## src/rtl/video_frame_crc.sv

```systemverilog
// Frame signature unit: CRC-32 over active pixels, active width/height and line-width checks.
// Define VIDEO_FRAME_CRC_LINE_BUF_EN to add the double-buffered per-line CRC RAM (LA/LCRC, HS line ends).
module video_frame_crc #(
  parameter int unsigned RGB_W   = 24,
  parameter int unsigned LINE_AW = 8,
  parameter int unsigned CNT_W   = 10
) (
  input  logic               CLK,
  input  logic               RES,
  input  logic               CE,
  input  logic               DE,
  input  logic               HS,
  input  logic               VS,
  input  logic [RGB_W-1:0]   RGB,
  output logic [31:0]        FRAME_CRC,
  output logic [CNT_W-1:0]   ACT_W,
  output logic [LINE_AW:0]   ACT_H,
  output logic               LINE_ERR,
  output logic               OVF,
  output logic               FRAME_VALID,
  input  logic [LINE_AW-1:0] LA,
  output logic [31:0]        LCRC
);

  localparam int unsigned      LC_W      = LINE_AW + 1;
  localparam logic [31:0]      CRC_POLY  = 32'h04C11DB7;
  localparam logic [31:0]      CRC_INIT  = 32'hFFFFFFFF;
  localparam logic [LC_W-1:0]  LINES_MAX = {1'b1, {LINE_AW{1'b0}}};
  localparam logic [LC_W-1:0]  LINE_SAT  = '1;
  localparam logic [CNT_W-1:0] CNT_SAT   = '1;

  typedef enum logic [0:0] {
    ST_SYNC,
    ST_RUN
  } state_t;

  // Bit-serial fold of one pixel, MSB first, non-reflected
  function automatic logic [31:0] crc_fold(input logic [31:0] crc, input logic [RGB_W-1:0] px);
    logic [31:0]      c;
    logic [RGB_W-1:0] d;
    logic             fb;
    c = crc;
    d = px;
    for (int unsigned i = 0; i < RGB_W; i++) begin
      fb = c[31] ^ d[RGB_W-1];
      c  = {c[30:0], 1'b0} ^ (fb ? CRC_POLY : 32'h0);
      d  = {d[RGB_W-2:0], 1'b0};
    end
    return c;
  endfunction

  state_t           state_q, state_d;
  logic             de_q, de_d;
  logic             vs_q, vs_d;
  logic [31:0]      crc_q, crc_d;
  logic [CNT_W-1:0] pix_q, pix_d;
  logic [LC_W-1:0]  line_q, line_d;
  logic [CNT_W-1:0] ref_q, ref_d;
  logic             err_q, err_d;
  logic             ovf_q, ovf_d;

  logic [31:0]      fcrc_q, fcrc_d;
  logic [CNT_W-1:0] actw_q, actw_d;
  logic [LC_W-1:0]  acth_q, acth_d;
  logic             lerr_q, lerr_d;
  logic             fovf_q, fovf_d;
  logic             valid_q, valid_d;

  logic vs_rise_c;
  logic de_fall_c;
  logic hs_force_c;
  logic line_end_c;
  logic pix_fold_c;

  assign vs_rise_c  = CE & ~vs_q & VS;
  assign de_fall_c  = CE & de_q & ~DE;
  assign line_end_c = (state_q == ST_RUN) & (de_fall_c | hs_force_c);
  assign pix_fold_c = CE & DE & ((state_q == ST_RUN) | vs_rise_c);

  // Line end is applied to the outgoing frame, then the latch, then the pixel of this CE
  always_comb begin
    state_d = state_q;
    de_d    = de_q;
    vs_d    = vs_q;
    crc_d   = crc_q;
    pix_d   = pix_q;
    line_d  = line_q;
    ref_d   = ref_q;
    err_d   = err_q;
    ovf_d   = ovf_q;
    fcrc_d  = fcrc_q;
    actw_d  = actw_q;
    acth_d  = acth_q;
    lerr_d  = lerr_q;
    fovf_d  = fovf_q;
    valid_d = 1'b0;

    if (CE) begin
      de_d = DE;
      vs_d = VS;
    end

    if (line_end_c) begin
      if (line_q == '0) begin
        ref_d = pix_q;
      end else if (pix_q != ref_q) begin
        err_d = 1'b1;
      end
      if (hs_force_c) begin
        err_d = 1'b1;
      end
      if (line_q == LINES_MAX) begin
        ovf_d = 1'b1;
      end
      if (line_q != LINE_SAT) begin
        line_d = line_q + LC_W'(1);
      end
      pix_d = '0;
    end

    if (vs_rise_c) begin
      if (state_q == ST_RUN) begin
        fcrc_d  = crc_q;
        actw_d  = ref_d;
        acth_d  = line_d;
        lerr_d  = err_d;
        fovf_d  = ovf_d;
        valid_d = 1'b1;
      end
      state_d = ST_RUN;
      crc_d   = CRC_INIT;
      pix_d   = '0;
      line_d  = '0;
      ref_d   = '0;
      err_d   = 1'b0;
      ovf_d   = 1'b0;
    end

    if (pix_fold_c) begin
      crc_d = crc_fold(crc_d, RGB);
      if (pix_d != CNT_SAT) begin
        pix_d = pix_d + CNT_W'(1);
      end
    end
  end

  always_ff @(posedge CLK or posedge RES) begin
    if (RES) begin
      state_q <= ST_SYNC;
      de_q    <= 1'b0;
      vs_q    <= 1'b0;
      crc_q   <= CRC_INIT;
      pix_q   <= '0;
      line_q  <= '0;
      ref_q   <= '0;
      err_q   <= 1'b0;
      ovf_q   <= 1'b0;
      fcrc_q  <= '0;
      actw_q  <= '0;
      acth_q  <= '0;
      lerr_q  <= 1'b0;
      fovf_q  <= 1'b0;
      valid_q <= 1'b0;
    end else begin
      state_q <= state_d;
      de_q    <= de_d;
      vs_q    <= vs_d;
      crc_q   <= crc_d;
      pix_q   <= pix_d;
      line_q  <= line_d;
      ref_q   <= ref_d;
      err_q   <= err_d;
      ovf_q   <= ovf_d;
      fcrc_q  <= fcrc_d;
      actw_q  <= actw_d;
      acth_q  <= acth_d;
      lerr_q  <= lerr_d;
      fovf_q  <= fovf_d;
      valid_q <= valid_d;
    end
  end

  assign FRAME_CRC   = fcrc_q;
  assign ACT_W       = actw_q;
  assign ACT_H       = acth_q;
  assign LINE_ERR    = lerr_q;
  assign OVF         = fovf_q;
  assign FRAME_VALID = valid_q;

`ifdef VIDEO_FRAME_CRC_LINE_BUF_EN
  localparam int unsigned DEPTH = 2 ** LC_W;

  logic        hs_q;
  logic        bank_q, bank_d;
  logic [31:0] lacc_q, lacc_d;
  logic [31:0] rd_q;
  logic [31:0] ram_q [DEPTH];
  logic        ram_we_c;

  assign hs_force_c = CE & ~hs_q & HS & DE;
  assign ram_we_c   = line_end_c & ~line_q[LINE_AW];

  // Per-line CRC restarts at every line end and frame start
  always_comb begin
    lacc_d = lacc_q;
    bank_d = bank_q;
    if (line_end_c) begin
      lacc_d = CRC_INIT;
    end
    if (vs_rise_c) begin
      lacc_d = CRC_INIT;
      if (state_q == ST_RUN) begin
        bank_d = ~bank_q;
      end
    end
    if (pix_fold_c) begin
      lacc_d = crc_fold(lacc_d, RGB);
    end
  end

  always_ff @(posedge CLK or posedge RES) begin
    if (RES) begin
      hs_q   <= 1'b0;
      bank_q <= 1'b0;
      lacc_q <= CRC_INIT;
      rd_q   <= '0;
    end else begin
      if (CE) begin
        hs_q <= HS;
      end
      bank_q <= bank_d;
      lacc_q <= lacc_d;
      rd_q   <= ram_q[{~bank_q, LA}];
    end
  end

  always_ff @(posedge CLK) begin
    if (ram_we_c) begin
      ram_q[{bank_q, line_q[LINE_AW-1:0]}] <= lacc_q;
    end
  end

  assign LCRC = rd_q;
`else
  logic unused_line_buf;

  assign hs_force_c      = 1'b0;
  assign unused_line_buf = ^{HS, LA};
  assign LCRC            = '0;
`endif

endmodule

```

## config.mk

```make
export PLATFORM = sky130hd
export DESIGN_NAME = video_frame_crc
export DESIGN_NICKNAME = d
export VERILOG_FILES = /design/src/rtl/video_frame_crc.sv
export SDC_FILE = /design/constraint.sdc
export NUM_CORES = 1
export LEC_CHECK = 0
export CORE_MARGIN = 3
export CORE_UTILIZATION = 24
export CTS_BUF_LIST = sky130_fd_sc_hd__clkbuf_8
export DETAILED_ROUTE_END_ITERATION = 8
export PLACE_DENSITY = 0.46
export SLEW_MARGIN = 30
export SYNTH_ARGS = -nofsm -noshare
export SYNTH_HDL_FRONTEND = slang
export SYNTH_SLANG_ARGS = --single-unit
export TNS_END_PERCENT = 10
```

## constraint.sdc

```tcl
create_clock -name CLK -period 8.2 [get_ports CLK]
set_input_delay 1.64 -clock CLK [delete_from_list [all_inputs] [get_ports CLK]]
set_output_delay 1.64 -clock CLK [all_outputs]
set_load 0.05 [all_outputs]
```

### After elaboration in Yosys (flattened, before gate mapping)

Index checks and enable logic that the tools add are counted.

* bits in registers: 120
* bits of input ports: 38
* output and inout bits: 86

* add/subtract/negate cells: 2
* eq/ne operators: 4
* mux-type cells: 45
* bitwise operators: 58
* reductions and logical operators: 2

Operators with widths (number)
* $xor 32x27->32: 24
* $mux 27: 24
* $mux 10: 7
* $mux 32: 2
* $mux 9: 3
* $xor 1x1->1: 24
* $add 10x1->10 const B: 1
* $ne 10x10->1: 1
* $ne 10x10->1 const B: 1
* $add 9x1->9 const B: 1
* $eq 9x9->1 const B: 1
* $logic_not 9->1: 1
* $mux 1: 9
* $ne 9x9->1 const B: 1
* $and 1x1->1: 7
* $not 1->1: 2
* $reduce_and 2->1: 1
* $or 1x1->1: 1

### Logic depth before layout (Yosys ltp)

Gate-level depths: netlist (run 1).

* word-level depth: 77
* mapped depth: 12

### Worst setup path after synthesis (run 1)

No wires, ideal clock.

* path type: input -> register
* from: in VS
* to: reg crc_q[8]
* setup time: 73 ps
* arrival time: 4655 ps
* required time: 8127 ps
* setup slack: 3472 ps
* stages on the path: 9
* buffers on the path: 1
* cell sequence: buf_2 -> and2b_4 -> a221oi_4 -> xor3_1 -> xnor2_4 -> xor2_1 -> xnor3_1 -> xnor3_1 -> a21oi_1

* cells in the longest elaborated chain, start to end: 35
* elaborated cells between the ends (all ways): 73
* those cells by class: mux: 24; bitwise: 49

Ends and longest elaborated chain
* start, declared: RTL line 13 `input logic VS,`
* $and 1x1->1 (*): RTL line 75 `assign vs_rise_c = CE & ~vs_q & VS;`
* $mux 32: RTL line 121 `if (vs_rise_c) begin`
* $xor 32x27->32 or $xor 1x1->1 (tied branches): RTL line 46, 45
* $xor 1x1->1 (tied with other cells): RTL line 45 `fb = c[31] ^ d[RGB_W-1];`
* $mux 27 (tied with other cells): RTL line 46 `c = {c[30:0], 1'b0} ^ (fb ? CRC_POLY : 32'h0);`
* $xor 32x27->32 or $mux 27 (tied branches): RTL line 46
* $xor 32x27->32 or $xor 1x1->1 (tied branches): RTL line 46, 45
* $xor 32x27->32 (tied with other cells): RTL line 46
* (+20 left out)
* $mux 27 (tied with other cells): RTL line 46
* $xor 32x27->32 or $mux 27 (tied branches): RTL line 46
* $xor 32x27->32 or $xor 1x1->1 (tied branches): RTL line 46, 45
* $xor 32x27->32 (tied with other cells): RTL line 46
* $xor 32x27->32 or $mux 27 (tied branches): RTL line 46
* $xor 32x27->32: RTL line 46
* $mux 32 (*): RTL line 139 `if (pix_fold_c) begin`
* net crc_d[8]: RTL line 55 `logic [31:0] crc_q, crc_d;`
* end signal, assigned: RTL line 168 `crc_q <= crc_d;`
* end, declared: RTL line 55

Mark *: on every way through the listed nets, which the timed path passes. The rest lies on a longest branch.
A chain may end at the register's enable or synchronous reset.

### Worst setup path in the final report (run 1)

* from: in CE
* to: reg crc_q[18]

* cells in the longest elaborated chain, start to end: 36
* elaborated cells between the ends (all ways): 67
* those cells by class: mux: 20; bitwise: 47

Ends and longest elaborated chain
* start, declared: RTL line 10 `input logic CE,`
* $and 1x1->1 (2 in series): RTL line 75
* $mux 32: RTL line 121
* $xor 1x1->1 or $xor 32x27->32 (tied branches): RTL line 45, 46
* $mux 27 or $xor 32x27->32 (tied branches): RTL line 46
* $xor 32x27->32: RTL line 46
* $xor 32x27->32 or $xor 1x1->1 (tied branches): RTL line 46, 45
* $xor 32x27->32 or $mux 27 (tied branches): RTL line 46
* $xor 32x27->32 (3 in series): RTL line 46
* (+11 left out)
* $xor 32x27->32 or $xor 1x1->1 (tied branches): RTL line 46, 45
* $xor 32x27->32 or $mux 27 (tied branches): RTL line 46
* $xor 32x27->32 (6 in series): RTL line 46
* $xor 1x1->1: RTL line 45
* $mux 27: RTL line 46
* $xor 32x27->32 (3 in series): RTL line 46
* $mux 32 (*): RTL line 139
* net crc_d[18]: RTL line 55

Marks and branches as above.

==> reports/results.tsv, run 1 <==
stage	metric	value	unit
sta	fin_crit_sh	70.3	%
sta	final-hold-violation-count	0	
floorplan	die_height	191	µm
yosys	synth_cells	726	
setup_path	setup.worst_path.class	in2reg	
floorplan	num_rows	67	
routing	num_vias	5380	
routing	ant_nets	0	
yosys	yosysMostFrequentCell	dfrtp_1	
clock_tree	clk_pin_slew	0.09	ns
setup_path	crit_buf_inv	3	
setup_path	end_kind	flip-flop	
sta	setup_tns	0	ns
finish	fin_nets	844	
sta	maxSlewHeadroom	47.9	%
routing	routedWlPerCell	17.3	µm
clock_tree	cts_root_buf	clkbuf_8	
global_routing	grt_max_degree	60	
placement	routabilityCongestion	0.831	
yosys	synth_commonest_cells	dfrtp_1, xnor2_1, nor2_1	
sta	max_slew.worst_pin.slew	0.776	ns
sta	clock-skew-final	0.0136	ns
setup_path	cpMaxStageDelayCell	and3b_4	
yosys	ys.flop_type	dfrtp_1	
yosys	synth_top_cell_by_area	dfrtp_1	
routing	wl	21900	µm
routing	vias_per_cell	4.26	
sta	setup-violations-final	0	
yosys	ys_types	55	
floorplan	ios	124	
routing	drc	0	
sta	maxSlewViolCount	0	
placement	pre_cts_slack	1.98	ns
placement	hpwl	16000	µm
floorplan	die-area	36500	µm²
sta	rsz0062_at_grt	no	
yosys	synth_top_cells_by_area	dfrtp_1, dfstp_2, xnor3_1, xnor2_1, xor2_1	
setup_path	cp.arrival	6.15	ns
global_routing	grt_pass1_vias	5286	
yosys	synth_top_area_share	26.8	%
clock_tree	clk-insertion-delay-late	0.46	ns
global_routing	overflow	0	
floorplan	die_w	191	µm
finish	area_growth	19.3	%
global_routing	grt.total_usage	12.3	%
clock_tree	cts_tree	built	
setup_path	critical-path-top-delay-family	XOR/XNOR gates	
status	status	finished, final reports clean	
yosys	syn_avg_cell_area	11.3	µm²
placement	port_buffers	82	
routing	drt_iter0_drc	241	
setup_path	cp.required	8.59	ns
yosys	synthesis.area	8210	µm²
sta	max_freq	174	MHz
finish	antenna_cells	0	
global_routing	grt_antenna_before_repair	0	
floorplan	coreArea	33600	µm²
yosys	ys_warn_count	0	
setup_path	crit_path_cell_trace	clkdlybuf4s50_1 -> buf_4 -> and3b_4 -> buf_4 -> o211ai_2 -> xor2_1 -> xor3_2 -> xnor2_1 -> xnor2_1 -> xnor3_1 -> o21a_1	
global_routing	grt_pass1_wl	33600	µm
clock_tree	cts_resized	0	
sta	period_minus_slack	5.76	ns
hold_path	hold_path.class	reg2reg	
clock_tree	clk_path_buf_depth	2	
yosys	synth_edf_count	0	
clock_tree	cts_sinks	120	
yosys	yosysSeqAreaShare	37.1	%
clock_tree	post_cts.repair.setup_buffers	0	
setup_path	max_stage_delay	0.72	ns
yosys	ys_ff_latch	120	
setup_path	critPathLaunchType	input pin	
sta	setup_ws	2.44	ns
finish	drive_gt1_share	18.6	%
floorplan	start_util	24.4	%
setup_path	critPathMaxFanout	37	
job	maxCapViolCount	0	
yosys	async_reset_ff_share	100	%
clock_tree	htree_levels	4	
routing	drtPass1Iterations	4	
clock_tree	cts_hold_buf	0	
clock_tree	cts_buffers	17	
==> flip-flops by register name, summed over array words and instances, names as in the netlist <==
signal / count
FRAME_CRC: 32
crc_q: 32
ACT_W: 10
pix_q: 10
ref_q: 10
ACT_H: 9
line_q: 9
FRAME_VALID: 1
LINE_ERR: 1
OVF: 1
de_q: 1
err_q: 1
ovf_q: 1
state_q: 1
vs_q: 1
==> cells in the final DEF (no fill, tap or decap), drive strengths merged, types with 2 or more instances in the layout <==
cell type      instances
buf                   10
clkinvlp               2
mux2                  33
xnor3                 38
nor3                  35
a21oi                 33
nor2                  55
dfstp                 32
a31oi                  3
o21a                   3
dfrtp                 88
xnor2                 92
nand4                  7
nand4b                14
nand2                 54
xor2                  51
clkbuf                17
ha                     3
conb                  32
and2                   8
o21ai                 25
xor3                  15
and3                   4
mux2i                 12
or2                   15
inv                   15
clkinv                 3
a221oi                 2
or3                    2
o211ai                14
clkdlybuf4s50         82
nand3                  5
nor4                   3
==> metal layers <==
metal | GRT usage [%] | wire length [µm]
met5 | 0 | 0
met4 | 3.73 | 263
met3 | 2.48 | 898
met2 | 19.7 | 10300
met1 | 16.7 | 10400
==> path summary, 6_finish.rpt <==
kind                            depth (start not counted)  startpoint  slack [ns]            end
worst min-delay path                                    2         OVF        0.48            OVF
max in group asynchronous                               3         RES        5.55  FRAME_CRC[23]
worst min register to register                          2         OVF        0.48            OVF
worst max register to register                          9        vs_q        3.59      crc_q[18]
min in group asynchronous                               2         RES        1.55  FRAME_CRC[18]
worst max-delay path                                   11          CE        2.44      crc_q[18]
==> kinds of logic (layout without fill, tap and decap cells) <==
group / after synthesis / after routing / share of synthesized area, %
xor+xnor: 196 / 196 / 31.6
buf+inv: 70 / 129 / 4.94
simple gates: 209 / 209 / 12.7
fa+ha+maj: 3 / 3 / 0.457
mux: 45 / 45 / 5.99
compound gates: 82 / 82 / 7.27
other cells: 1 / 32 / 0.0457
flops: 120 / 120 / 37.1
==> worst register-to-register path: stages (launching register included) <==
cell and delay, ns:
dfrtp_1 0.62, and3b_4 0.89, buf_4 0.36, o211ai_2 0.17, xor2_1 0.39, xor3_2 0.57, xnor2_1 0.20, xnor2_1 0.63
xnor3_1 0.54, o21a_1 0.18
==> final cells by class <==
class	instances	area (µm²)
multi-input cells	567	4890
inverters	5	21.3
clock inverters	15	154
repair buffers	92	896
clock buffers	17	234
flip-flops and latches	120	3040
fillers	3489	23800
well taps	448	561
==> through the flow <==
| step | hold slack [ns] | utilization, % | cell area [µm²] | cells |
|---|---|---|---|---|
| CTS | 0.489 | 29.1 | 9800 | 1264 |
| finish | 0.484 | 29.1 | 9800 | 1264 |
| global route | 0.510 | 29.1 | 9800 | 1264 |
| detailed placement | 0.469 | 28.0 | 9410 | 1232 |
| floorplan | 0.446 | - | 8330 | 757 |
| global placement | 0.460 | 28.0 | 9410 | 1232 |
Power of run 1 is not shown: default switching activity piles up to over one toggle a cycle in this logic, so the estimate is an artifact.
==> run 2: changes to the inputs <==
==> constraint.sdc (replaced) <==
create_clock -name CLK -period 5.9 [get_ports CLK]
set_input_delay 1.18 -clock CLK [delete_from_list [all_inputs] [get_ports CLK]]
set_output_delay 1.18 -clock CLK [all_outputs]
set_load 0.05 [all_outputs]
==> reports/results.tsv, run 2 (synthesis gave the netlist of run 1 again) <==
stage	metric	value	unit
placement	hpwl	16300	µm
clock_tree	cts_resized	0	
floorplan	die-area	36500	µm²
routing	routedWlPerCell	17.0	µm
routing	wl	21600	µm
clock_tree	cts_sinks	120	
sta	fin_crit_sh	80.4	%
global_routing	grt_antenna_before_repair	1	
floorplan	num_rows	67	
routing	num_vias	5353	
floorplan	die_height	191	µm
sta	setup_tns	0	ns
clock_tree	cts_buffers	17	
clock_tree	htree_levels	4	
routing	drtPass1Iterations	4	
global_routing	grt_pass1_wl	34100	µm
setup_path	critPathLaunchType	input pin	
floorplan	start_util	24.4	%
sta	setup-violations-final	0	
clock_tree	cts_root_buf	clkbuf_8	
routing	drc	0	
finish	multi_input_area	4890	µm²
clock_tree	cts_tree	built	
sta	clock-skew-final	0.0273	ns
setup_path	cp.required	6.30	ns
hold_path	hold_depth	2	
finish	final_cell_mix	dfrtp_1, xnor2_1, clkdlybuf4s50_1	
hold_path	hp-start	ACT_W[9]	
finish	fin_nets	850	
setup_path	reg2regPathDepth	9	
finish	area_growth	20.6	%
global_routing	grt_max_degree	60	
sta	max_slew.worst_pin.slew	0.762	ns
clock_tree	clk-insertion-delay-late	0.47	ns
finish	drive_gt1_share	19.2	%
global_routing	grt.total_usage	12.4	%
routing	drt_iter0_drc	298	
clock_tree	clk_pin_slew	0.09	ns
sta	period_minus_slack	4.74	ns
clock_tree	cts_hold_buf	0	
global_routing	overflow	0	
setup_path	timing.rr.end	crc_q[18]	
floorplan	die_w	191	µm
floorplan	coreArea	33600	µm²
job	maxCapViolCount	0	
clock_tree	post_cts.repair.setup_buffers	0	
routing	ant_nets	0	
placement	port_buffers	82	
sta	max_freq	211	MHz
sta	maxSlewViolCount	0	
setup_path	cp.arrival	5.14	ns
setup_path	reg2reg_slack	1.61	ns
floorplan	ios	124	
placement	routabilityCongestion	0.877	
setup_path	r2r-start	vs_q	
setup_path	end_kind	flip-flop	
setup_path	critPathMaxFanout	22	
routing	vias_per_cell	4.21	
sta	final-hold-violation-count	0	
clock_tree	clk_path_buf_depth	2	
global_routing	grt_pass1_vias	5624	
finish	layout_commonest_cell	dfrtp_1	
status	status	finished, final reports clean	
sta	maxSlewHeadroom	49.2	%
setup_path	setup.worst_path.class	in2reg	
finish	regArea	3040	µm²
finish	fillers	3475	
hold_path	hold_end	ACT_W[9]	
sta	rsz0062_at_grt	no	
hold_path	hold_path.class	reg2reg	
-- run 2: worst max path at each step --
stage	from	to	slack, ns	depth (start not counted)
2_1_floorplan	RES	ACT_H[0]	1.59	1
3_3_place_gp	CE	crc_q[16]	0.66	10
3_5_place_dp	CE	crc_q[16]	0.65	10
4_1_cts	CE	crc_q[16]	1.15	10
5_1_grt	CE	crc_q[8]	0.98	10
6_report	CE	crc_q[18]	1.16	10
-- run 2: worst max-delay path, stage by stage --
cell             delay (ns)
clkdlybuf4s50_1        0.52
and3b_4                0.51
buf_4                  0.29
o211ai_2               0.17
xor2_1                 0.40
xor3_2                 0.58
xnor2_1                0.20
xnor2_1                0.55
xnor3_1                0.55
o21a_1                 0.18
-- run 2: metrics by stage --
stage	setup slack (ns)	utilization [%]	instances	cell area, µm²	hold WS, ns
final	1.16	29.5	1272	9900	0.481
after detailed placement	0.646	28.2	1238	9470	0.469
after floorplan	1.59	-	757	8330	0.446
after CTS	1.15	29.4	1270	9900	0.490
after global placement	0.665	28.2	1238	9470	0.460
after global routing	0.985	29.4	1270	9900	0.507
-- run 2: layout make-up --
type	instances	share of cell area [%]
Antenna cell	2	0.0505
Clock buffer	17	2.36
Clock inverter	15	2.01
Inverter	5	0.215
Multi-Input combinational cell	567	49.3
Sequential cell	120	30.7
Tap cell	448	5.66
Timing Repair Buffer	98	9.63
-- run 2: routing by layer --
metal	global-route usage [%]	vias up	routed length [µm]
li1	-	2596	-
met1	16.6	2627	9930
met2	20.3	106	10500
met3	2.59	22	988
met4	3.39	2	240
met5	0	-	13
Power of run 2 is left out for the same reason.
